===== config.mk =====
export PLATFORM = sky130hd
export DESIGN_NAME = fp_sub_seq
export DESIGN_NICKNAME = d
export VERILOG_FILES = /design/src/rtl/fp_sub_seq.sv
export SDC_FILE = /design/constraint.sdc
export NUM_CORES = 1
export LEC_CHECK = 0
export ABC_AREA = 1
export CELL_PAD_IN_SITES_DETAIL_PLACEMENT = 0
export CELL_PAD_IN_SITES_GLOBAL_PLACEMENT = 2
export CORE_ASPECT_RATIO = 0.5
export CORE_MARGIN = 5
export CORE_UTILIZATION = 35
export DETAILED_ROUTE_END_ITERATION = 7
export GPL_TIMING_DRIVEN = 0
export HOLD_SLACK_MARGIN = 0.15
export PLACE_DENSITY_LB_ADDON = 0.1
export SLEW_MARGIN = 40
export SYNTH_ARGS = -nofsm -noshare
export SYNTH_HDL_FRONTEND = slang
export SYNTH_SLANG_ARGS = --single-unit

===== constraint.sdc =====
create_clock -name clk -period 10.1 [get_ports clk]
set_input_delay 2.02 -clock clk [delete_from_list [all_inputs] [get_ports clk]]
set_output_delay 2.02 -clock clk [all_outputs]
set_load 0.01 [all_outputs]

===== src/rtl/fp_sub_seq.sv =====
// Sequential single-precision subtractor: result = A - B.
// Alignment and normalisation move one bit per clock.
module fp_sub_seq #(
  parameter int WIDTH = 32
) (
  input  logic             clk,
  input  logic             rst,
  input  logic             start,
  input  logic [WIDTH-1:0] A,
  input  logic [WIDTH-1:0] B,
  output logic [WIDTH-1:0] result,
  output logic             busy,
  output logic             done
);

  typedef enum logic [2:0] {
    IDLE,
    ALIGN,
    ADDSUB,
    NORM,
    DONE
  } stateT;

  stateT state, stateNext;

  logic        signL, signS;
  logic [7:0]  expR;
  logic [23:0] mantL, mantS;
  logic [24:0] mant;
  logic [4:0]  diffCnt;
  logic [31:0] resultQ;

  logic        aGe;
  logic [7:0]  expA, expB, expL, expS, diff;
  logic [23:0] mantA, mantB;
  logic        carry, isZero, isNorm;

  assign expA  = A[30:23];
  assign expB  = B[30:23];
  assign mantA = {|expA, A[22:0]};
  assign mantB = {|expB, B[22:0]};
  // Magnitude compare ignores sign; a tie keeps A as the larger.
  assign aGe   = A[30:0] >= B[30:0];
  assign expL  = aGe ? expA : expB;
  assign expS  = aGe ? expB : expA;
  assign diff  = expL - expS;

  assign carry  = mant[24];
  assign isZero = mant == 25'd0;
  assign isNorm = !mant[24] && mant[23];

  assign result = resultQ;
  assign busy   = state != IDLE;
  assign done   = state == DONE;

  always_ff @(posedge clk or posedge rst) begin
    if (rst) state <= IDLE;
    else     state <= stateNext;
  end

  always_comb begin
    stateNext = state;
    unique case (state)
      IDLE:    if (start) stateNext = ALIGN;
      ALIGN:   if (diffCnt == 5'd0) stateNext = ADDSUB;
      ADDSUB:  stateNext = NORM;
      NORM: begin
        if (carry || isZero || isNorm || expR <= 8'd1)
          stateNext = DONE;
      end
      DONE:    stateNext = IDLE;
      default: stateNext = IDLE;
    endcase
  end

  always_ff @(posedge clk or posedge rst) begin
    if (rst) begin
      signL   <= 1'b0;
      signS   <= 1'b0;
      expR    <= 8'd0;
      mantL   <= 24'd0;
      mantS   <= 24'd0;
      mant    <= 25'd0;
      diffCnt <= 5'd0;
      resultQ <= 32'd0;
    end else begin
      unique case (state)
        IDLE: begin
          if (start) begin
            signL <= aGe ? A[31] : ~B[31];
            signS <= aGe ? ~B[31] : A[31];
            expR  <= expL;
            mantL <= aGe ? mantA : mantB;
            if (diff > 8'd24) begin
              mantS   <= 24'd0;
              diffCnt <= 5'd0;
            end else begin
              mantS   <= aGe ? mantB : mantA;
              diffCnt <= diff[4:0];
            end
          end
        end
        ALIGN: begin
          if (diffCnt != 5'd0) begin
            mantS   <= mantS >> 1;
            diffCnt <= diffCnt - 5'd1;
          end
        end
        ADDSUB: begin
          if (signL == signS)
            mant <= {1'b0, mantL} + {1'b0, mantS};
          else
            mant <= {1'b0, mantL} - {1'b0, mantS};
        end
        NORM: begin
          unique case (1'b1)
            carry: begin
              mant <= mant >> 1;
              expR <= expR + 8'd1;
              if (expR == 8'd254)
                resultQ <= {signL, 8'hFF, 23'd0};
              else
                resultQ <= {signL, expR + 8'd1, mant[23:1]};
            end
            isZero: resultQ <= 32'd0;
            isNorm: resultQ <= {signL, expR, mant[22:0]};
            default: begin
              if (expR <= 8'd1) begin
                resultQ <= 32'd0;
              end else begin
                mant <= mant << 1;
                expR <= expR - 8'd1;
              end
            end
          endcase
        end
        DONE: ;
        default: ;
      endcase
    end
  end

endmodule


==> results of run 1 <==
-- metal layers --
metal | up-vias | global-route usage [%] | wire length, um
met5 | - | 0 | 0
met4 | 0 | 3.999 | 342
met3 | 27 | 5.333 | 2213
met2 | 280 | 33.22 | 14700
met1 | 4716 | 35.36 | 18650
li1 | 5030 | - | -
-- cell type report --
class                           count  area, um2
Tap cell                          382      478.0
Fill cell                        2956      15720
Clock inverter                     10      117.6
Timing Repair Buffer              101       1028
Multi-Input combinational cell   1064       5774
Buffer                             66      285.3
Sequential cell                   123       3078
Inverter                          158      600.6
Clock buffer                       21      460.4
-- worst paths after layout --
kind,cells after the start,slack [ns],end
setup / recovery,15,4.65,expR[5]$_DFFE_PP0P_
hold / removal,2,0.48,result[19]$_DFFE_PP0P_
setup reg to reg,20,5.50,mant[24]$_DFFE_PP0N_
hold reg to reg,2,0.48,result[19]$_DFFE_PP0P_
max in group asynchronous,3,7.37,mantS[11]$_DFFE_PP0P_
min in group asynchronous,2,2.00,result[29]$_DFFE_PP0P_
-- sequential cells by signal, summed over array words and instances (netlist names), 3 cells and up --
register and cells:
result 32, mant 25, mantL 24, mantS 24, expR 8, diffCnt 5, state 3
-- cell usage in the layout, fill, tap and decap left out, drive strengths merged, types with 6 or more instances in the layout --
cell type	netlist	routed
a211oi	22	22
a21oi	141	141
a22oi	7	7
a31oi	14	14
a32oi	11	11
a41oi	7	7
buf	9	10
clkbuf	57	78
clkdlybuf4s50	0	100
clkinv	1	7
dfrtp	123	123
ha	62	62
inv	157	158
nand2	276	276
nand3	75	75
nand4	16	16
nor2	177	177
nor3	15	15
nor4	8	8
o211ai	6	6
o21ai	160	160
o221ai	9	9
or2	8	8
xnor2	12	12
xor2	18	18
-- power breakdown --
part           total (mW)  switching (mW)  internal, mW
registers            1.03           0.279         0.749
logic                3.21            2.01          1.20
clock network       0.609           0.234         0.375
total                4.85            2.53          2.32
-- worst register-to-register path, cell delays in order, from the launching register on --
cell and delay (ns):
dfrtp_1 0.42, nor3_1 0.31, nand2_1 0.13, nor3_1 0.22, nand2_1 0.11, nor3_1 0.23
nand2_1 0.11, nor3_1 0.23, nand2_1 0.13, nor3_1 0.32, or2_2 0.19, xnor2_1 0.06
ha_1 0.40, nand2_1 0.11, nor4_1 0.39, nand4_1 0.17, nand3_1 0.18, nand3_1 0.13
o311ai_0 0.36, xor2_1 0.20, o22ai_1 0.09
-- kinds of logic (layout without fill, tap and decap cells) --
family | Yosys count | count (layout) | share of synthesized area (%)
flops | 123 | 123 | 31.68
fa+ha+maj | 63 | 63 | 8.190
buf+inv | 224 | 356 | 9.039
simple gates | 580 | 580 | 25.39
compound gates | 391 | 391 | 23.00
xor+xnor | 30 | 30 | 2.704
==> impl_metrics.csv, run 1 <==
group,metric,value,unit
run_status,status,"finished clean",
placed_design,gp_congestion,0.8691,
grt,grt_overflow,0,
timing,fin_crit_sh,53.95,%
critical_path,critPathMaxFanout,10,
critical_path,path_cells,"clkdlybuf4s50_1, inv_1, ha_1, nand2_2, nor2_2, nand3_1, a21oi_1, nor2_2, nand2_2, buf_6, clkbuf_1, clkbuf_1, nand2_1, a21oi_1, o22ai_1",
critical_path,end_kind,"flip-flop",
logic_synthesis,syn_inst,1411,
timing,fin_crit,5.449,ns
detailed_routing,drt_pass1_iterations,6,
grt,antenna_found_initial,0,
timing,setup_viol,0,
logic_synthesis,synth-seq-area-share,31.68,%
logic_synthesis,ys_seq_elements,123,
timing,worst_pin_slew,0.8016,ns
cells_and_area,stdcell_area,0.01182,mm2
die,num_io_pins,101,
timing,setup_tns,0,ns
timing,fin_ws,4.651,ns
clock_network,cts_tree,"yes",
power_and_ir_drop,finalPower,4.848,mW
logic_synthesis,synth_edf_count,0,
power_and_ir_drop,p_leak,5.378,nW
logic_synthesis,ys_async_sr_fraction,100.0,%
timing,max_freq,0.1835,GHz
hold_path,worstHoldStart,"result[19]$_DFFE_PP0P_",
critical_path,regToRegStartpoint,"mantS[2]$_DFFE_PP0P_",
die,core_area,0.02755,mm2
detailed_routing,drt-total-wl,35.91,mm
logic_synthesis,yosys.area.top_type_share,31.68,%
detailed_routing,remaining_drc_errors,0,
grt,grt_pass1_vias,9531,
detailed_routing,ant_nets,0,
logic_synthesis,yosys-top-cells-count,"nand2_1 (270), nor2_1 (173), inv_1 (155)",
detailed_routing,vias,10050,
critical_path,slowest_delay,0.58,ns
grt,grt_pass1_wl,56.25,mm
die,die_w,245.6,um
hold_path,hold_class,"flip-flop to flip-flop",
cells_and_area,final_nets,1661,
die,dieArea,0.03140,mm2
detailed_routing,wire_per_inst,18.66,um
critical_path,arrival,5.76,ns
power_and_ir_drop,p_per_area,410.1,mW/mm2
power_and_ir_drop,vdd_drop_max,0.0001819,V
placed_design,placed_area,0.01124,mm2
grt,grt_max_degree,69,
placed_design,placed_cells,1894,
cells_and_area,final_cells,1925,
job,maxCapViolations,0,
critical_path,cp_top_family,"buffers and inverters",
timing,rsz0062_at_grt,"false",
timing,maxSlewViolCount,0,
critical_path,critPathKind,"input port to flip-flop",
clock_network,cts.sinks,123,
logic_synthesis,synthesis.area,0.009717,mm2
detailed_routing,dr.first_iter.drc_count,897,
cells_and_area,finalCoreUtilization,42.92,%
clock_network,cts_buffer_depth,2,
clock_network,cts.hold.buffers_added,0,
critical_path,crit_required,10.41,ns
cells_and_area,syn2layout_area_growth,21.67,%
die,die_h,127.8,um
logic_synthesis,yosys.area.top_type,"dfrtp_1",
grt,grt_use_total,23.03,%
clock_network,insertion_delay,0.44,ns
critical_path,startpoint,"B[27]",
timing,fin_worst_skew,0.01038,ns
logic_synthesis,ys.flop_type,"dfrtp_1",
detailed_routing,viasPerCell,5.222,
placed_design,preCtsSetupSlack,4.229,ns
cells_and_area,antenna_cells,0,
logic_synthesis,synth_cell_types,46,
timing,hold_viol_final,0,
placed_design,dpl.hpwl,28.88,mm
logic_synthesis,synth_fp_nets,1541,
clock_network,numCtsBuffers,17,
die,row_count,43,
logic_synthesis,yosys_warnings,0,
timing,max-slew-margin-rel,46.00,%
logic_synthesis,yosys.cell_count.top_type,"nand2_1",
logic_synthesis,synth_area_leaders,"dfrtp_1 (32%), nand2_1 (10%), ha_1 (8.0%)",
cells_and_area,drive_gt1_share,5.250,%
clock_network,cts.clk_slew.worst_paths,0.06,ns
critical_path,critical-path-slowest-cell,"clkbuf_1",
clock_network,cts_root_buf,"clkbuf_16",
critical_path,startpoint_type,"input port",
timing,holdWs,0.4813,ns
logic_synthesis,syn_area_per_cell,6.886,um2
clock_network,postCtsSetupBuffers,0,
die,start_util,35.27,%
placed_design,numPortBuffers,100,
clock_network,cts_resized,0,
critical_path,cp_num_buf_inv,5,
clock_network,cts_htree_levels,4,
(Power assumes the default switching activity.)
==> run 2: changes to the inputs <==
Settings changed: CORE_UTILIZATION 35 to 29.
Clock period 10.1 ns to 4.9 ns, I/O delays scaled along.
==> run 2 against run 1 <==
Net effect: non-clock buffer count unchanged; critical path depth is the same; sequential cell count unchanged; register-to-register slack got worse by 5.0 ns; sequential power grew 110%; sequential share of layout area fell by 0.38 points; global-route usage decreased by 3.0 points; largest power group unchanged.
==> impl_metrics.csv, run 2 (synthesized netlist as in run 1, its figures left out) <==
group,metric,value,unit
critical_path,cp_num_buf_inv,5,
grt,grt_pass1_wl,57.95,mm
critical_path,critical-path-slowest-cell,"clkbuf_1",
cells_and_area,syn2layout_area_growth,23.46,%
die,num_io_pins,101,
die,start_util,29.40,%
power_and_ir_drop,switchingPower,5.354,mW
detailed_routing,dr.first_iter.drc_count,788,
placed_design,dpl.hpwl,30.40,mm
clock_network,numCtsBuffers,17,
clock_network,postCtsSetupBuffers,0,
timing,worst_pin_slew,0.8366,ns
clock_network,insertion_delay,0.45,ns
timing,rsz0062_at_grt,"false",
timing,fin_crit_sh,94.07,%
cells_and_area,antenna_cells,0,
critical_path,r2r_end,"mant[24]$_DFFE_PP0N_",
critical_path,startpoint,"B[27]",
grt,antenna_found_initial,1,
timing,holdWs,0.4832,ns
cells_and_area,layout_commonest_cell,"nand2_1",
critical_path,regToRegStartpoint,"mantS[2]$_DFFE_PP0P_",
clock_network,cts_htree_levels,4,
cells_and_area,final_nets,1661,
grt,grt_max_degree,67,
critical_path,ff2ff_path_depth,20,
power_and_ir_drop,vdd_drop_max,0.0003012,V
grt,grt_overflow,0,
power_and_ir_drop,power.share.sequential,20.6,%
detailed_routing,drt-total-wl,37.86,mm
placed_design,placed_cells,1953,
critical_path,startpoint_type,"input port",
job,maxCapViolations,0,
power_and_ir_drop,clock_power_share,14.1,%
timing,hold_viol_final,0,
clock_network,cts_tree,"yes",
critical_path,critPathKind,"input port to flip-flop",
detailed_routing,ant_nets,0,
critical_path,slowest_delay,0.63,ns
clock_network,cts.sinks,123,
timing,setup_tns,0,ns
clock_network,cts_root_buf,"clkbuf_16",
critical_path,ff2ff_setup_slack,0.54,ns
critical_path,crit_end,"expR[5]$_DFFE_PP0P_",
timing,setup_viol,0,
timing,fin_ws,0.2904,ns
grt,grt_use_total,20.06,%
critical_path,crit_top_cell,"nand2_2",
detailed_routing,wire_per_inst,19.07,um
clock_network,cts_buffer_depth,2,
power_and_ir_drop,p_leak,5.425,nW
hold_path,hold_class,"flip-flop to flip-flop",
detailed_routing,remaining_drc_errors,0,
cells_and_area,final_cells,1985,
critical_path,critPathMaxFanout,10,
die,dieArea,0.03749,mm2
power_and_ir_drop,p_per_area,859.4,mW/mm2
die,row_count,47,
cells_and_area,largest_reg_flops,32,
power_and_ir_drop,finalPower,10.31,mW
critical_path,cp_top_family,"buffers and inverters",
power_and_ir_drop,switching_share,51.94,%
critical_path,crit_required,5.21,ns
detailed_routing,viasPerCell,5.008,
critical_path,arrival,4.92,ns
power_and_ir_drop,p_int,4.955,mW
clock_network,cts.clk_slew.worst_paths,0.06,ns
timing,max_freq,0.2169,GHz
critical_path,path_cells,"clkdlybuf4s50_1, inv_1, ha_1, nand2_2, nor2_2, nand3_1, nor3b_2, nand2_2, nand2_2, buf_6, clkbuf_1, clkbuf_1, nand2_1, a21oi_1, o22ai_1",
grt,grt_pass1_vias,9660,
power_and_ir_drop,pwr-share-comb,65.3,%
cells_and_area,drive_gt1_share,5.570,%
run_status,status,"finished clean",
timing,max-slew-margin-rel,43.64,%
placed_design,preCtsSetupSlack,-0.09852,ns
timing,maxSlewViolCount,0,
detailed_routing,vias,9940,
placed_design,numPortBuffers,100,
timing,fin_crit,4.610,ns
die,die_w,268.9,um
timing,fin_worst_skew,0.01435,ns
detailed_routing,drt_pass1_iterations,7,
die,core_area,0.03305,mm2
placed_design,gp_congestion,0.8684,
die,die_h,139.4,um
critical_path,cp.depth,15,
critical_path,end_kind,"flip-flop",
cells_and_area,layout_common_cells,"nand2_1 (270), nor2_1 (172), inv_1 (154), o21ai_0 (153), a21oi_1 (131)",
run 2: worst min-delay path, delay by kind of cell (launching register included):
| kind | cells | cell delay [ns] |
|---|---|---|
| AOI/OAI and AO/OA | 1 | 0.06 |
| DFF | 1 | 0.34 |
| and+or+nand+nor | 1 | 0.05 |
run 2: worst min-delay path by stage:
stage	startpoint	to	slack, ns	depth (start not counted)
final	result[0]$_DFFE_PP0P_	result[0]$_DFFE_PP0P_	0.48	2
after detailed placement	result[22]$_DFFE_PP0P_	result[22]$_DFFE_PP0P_	0.48	2
after floorplan	mantL[0]$_DFFE_PP0P_	mantL[0]$_DFFE_PP0P_	0.46	2
after CTS	result[0]$_DFFE_PP0P_	result[0]$_DFFE_PP0P_	0.49	2
after global routing	result[6]$_DFFE_PP0P_	result[6]$_DFFE_PP0P_	0.51	2
after global placement	result[21]$_DFFE_PP0P_	result[21]$_DFFE_PP0P_	0.46	2
run 2: routing by layer:
metal  part of all wire (%)  track usage [%]
met1                     52            30.62
met2                     41            28.90
met3                    6.0            4.710
met4                    1.2            3.804
met5                      0                0
run 2: cell type report:
cell class              count  area (um2)
fillers                  3623       21050
multi-input cells        1064        5788
flip-flops and latches    123        3078
repair buffers            101        1028
inverters                 158       600.6
well taps                 441       551.8
clock buffers              19       452.9
plain buffers              66       285.3
clock inverters            13       211.5
run 2: per-stage QoR:
stage | util [%] | instance area (um2)
6_report | 36.30 | 12000
5_1_grt | 36.30 | 12000
4_1_cts | 36.24 | 11980
3_5_place_dp | 34.23 | 11310
3_3_place_gp | 34.10 | 11270
2_1_floorplan | - | 9717
run 2: timing repair:
item | CTS | global route
resized for setup | 0 | 2
endpoints found under the setup margin | 0 | 2
hold buffers | 0 | 0
run 2: power groups by stage:
stage / combinational (mW) / clock, mW / sequential (mW)
2_1_floorplan: 4.62 / 0 / 1.95
4_1_cts: 6.71 / 1.48 / 2.12
5_1_grt: 7.64 / 1.52 / 2.20
6_report: 6.73 / 1.45 / 2.13
3_3_place_gp: 6.62 / 0 / 2.12
3_5_place_dp: 6.68 / 0 / 2.13
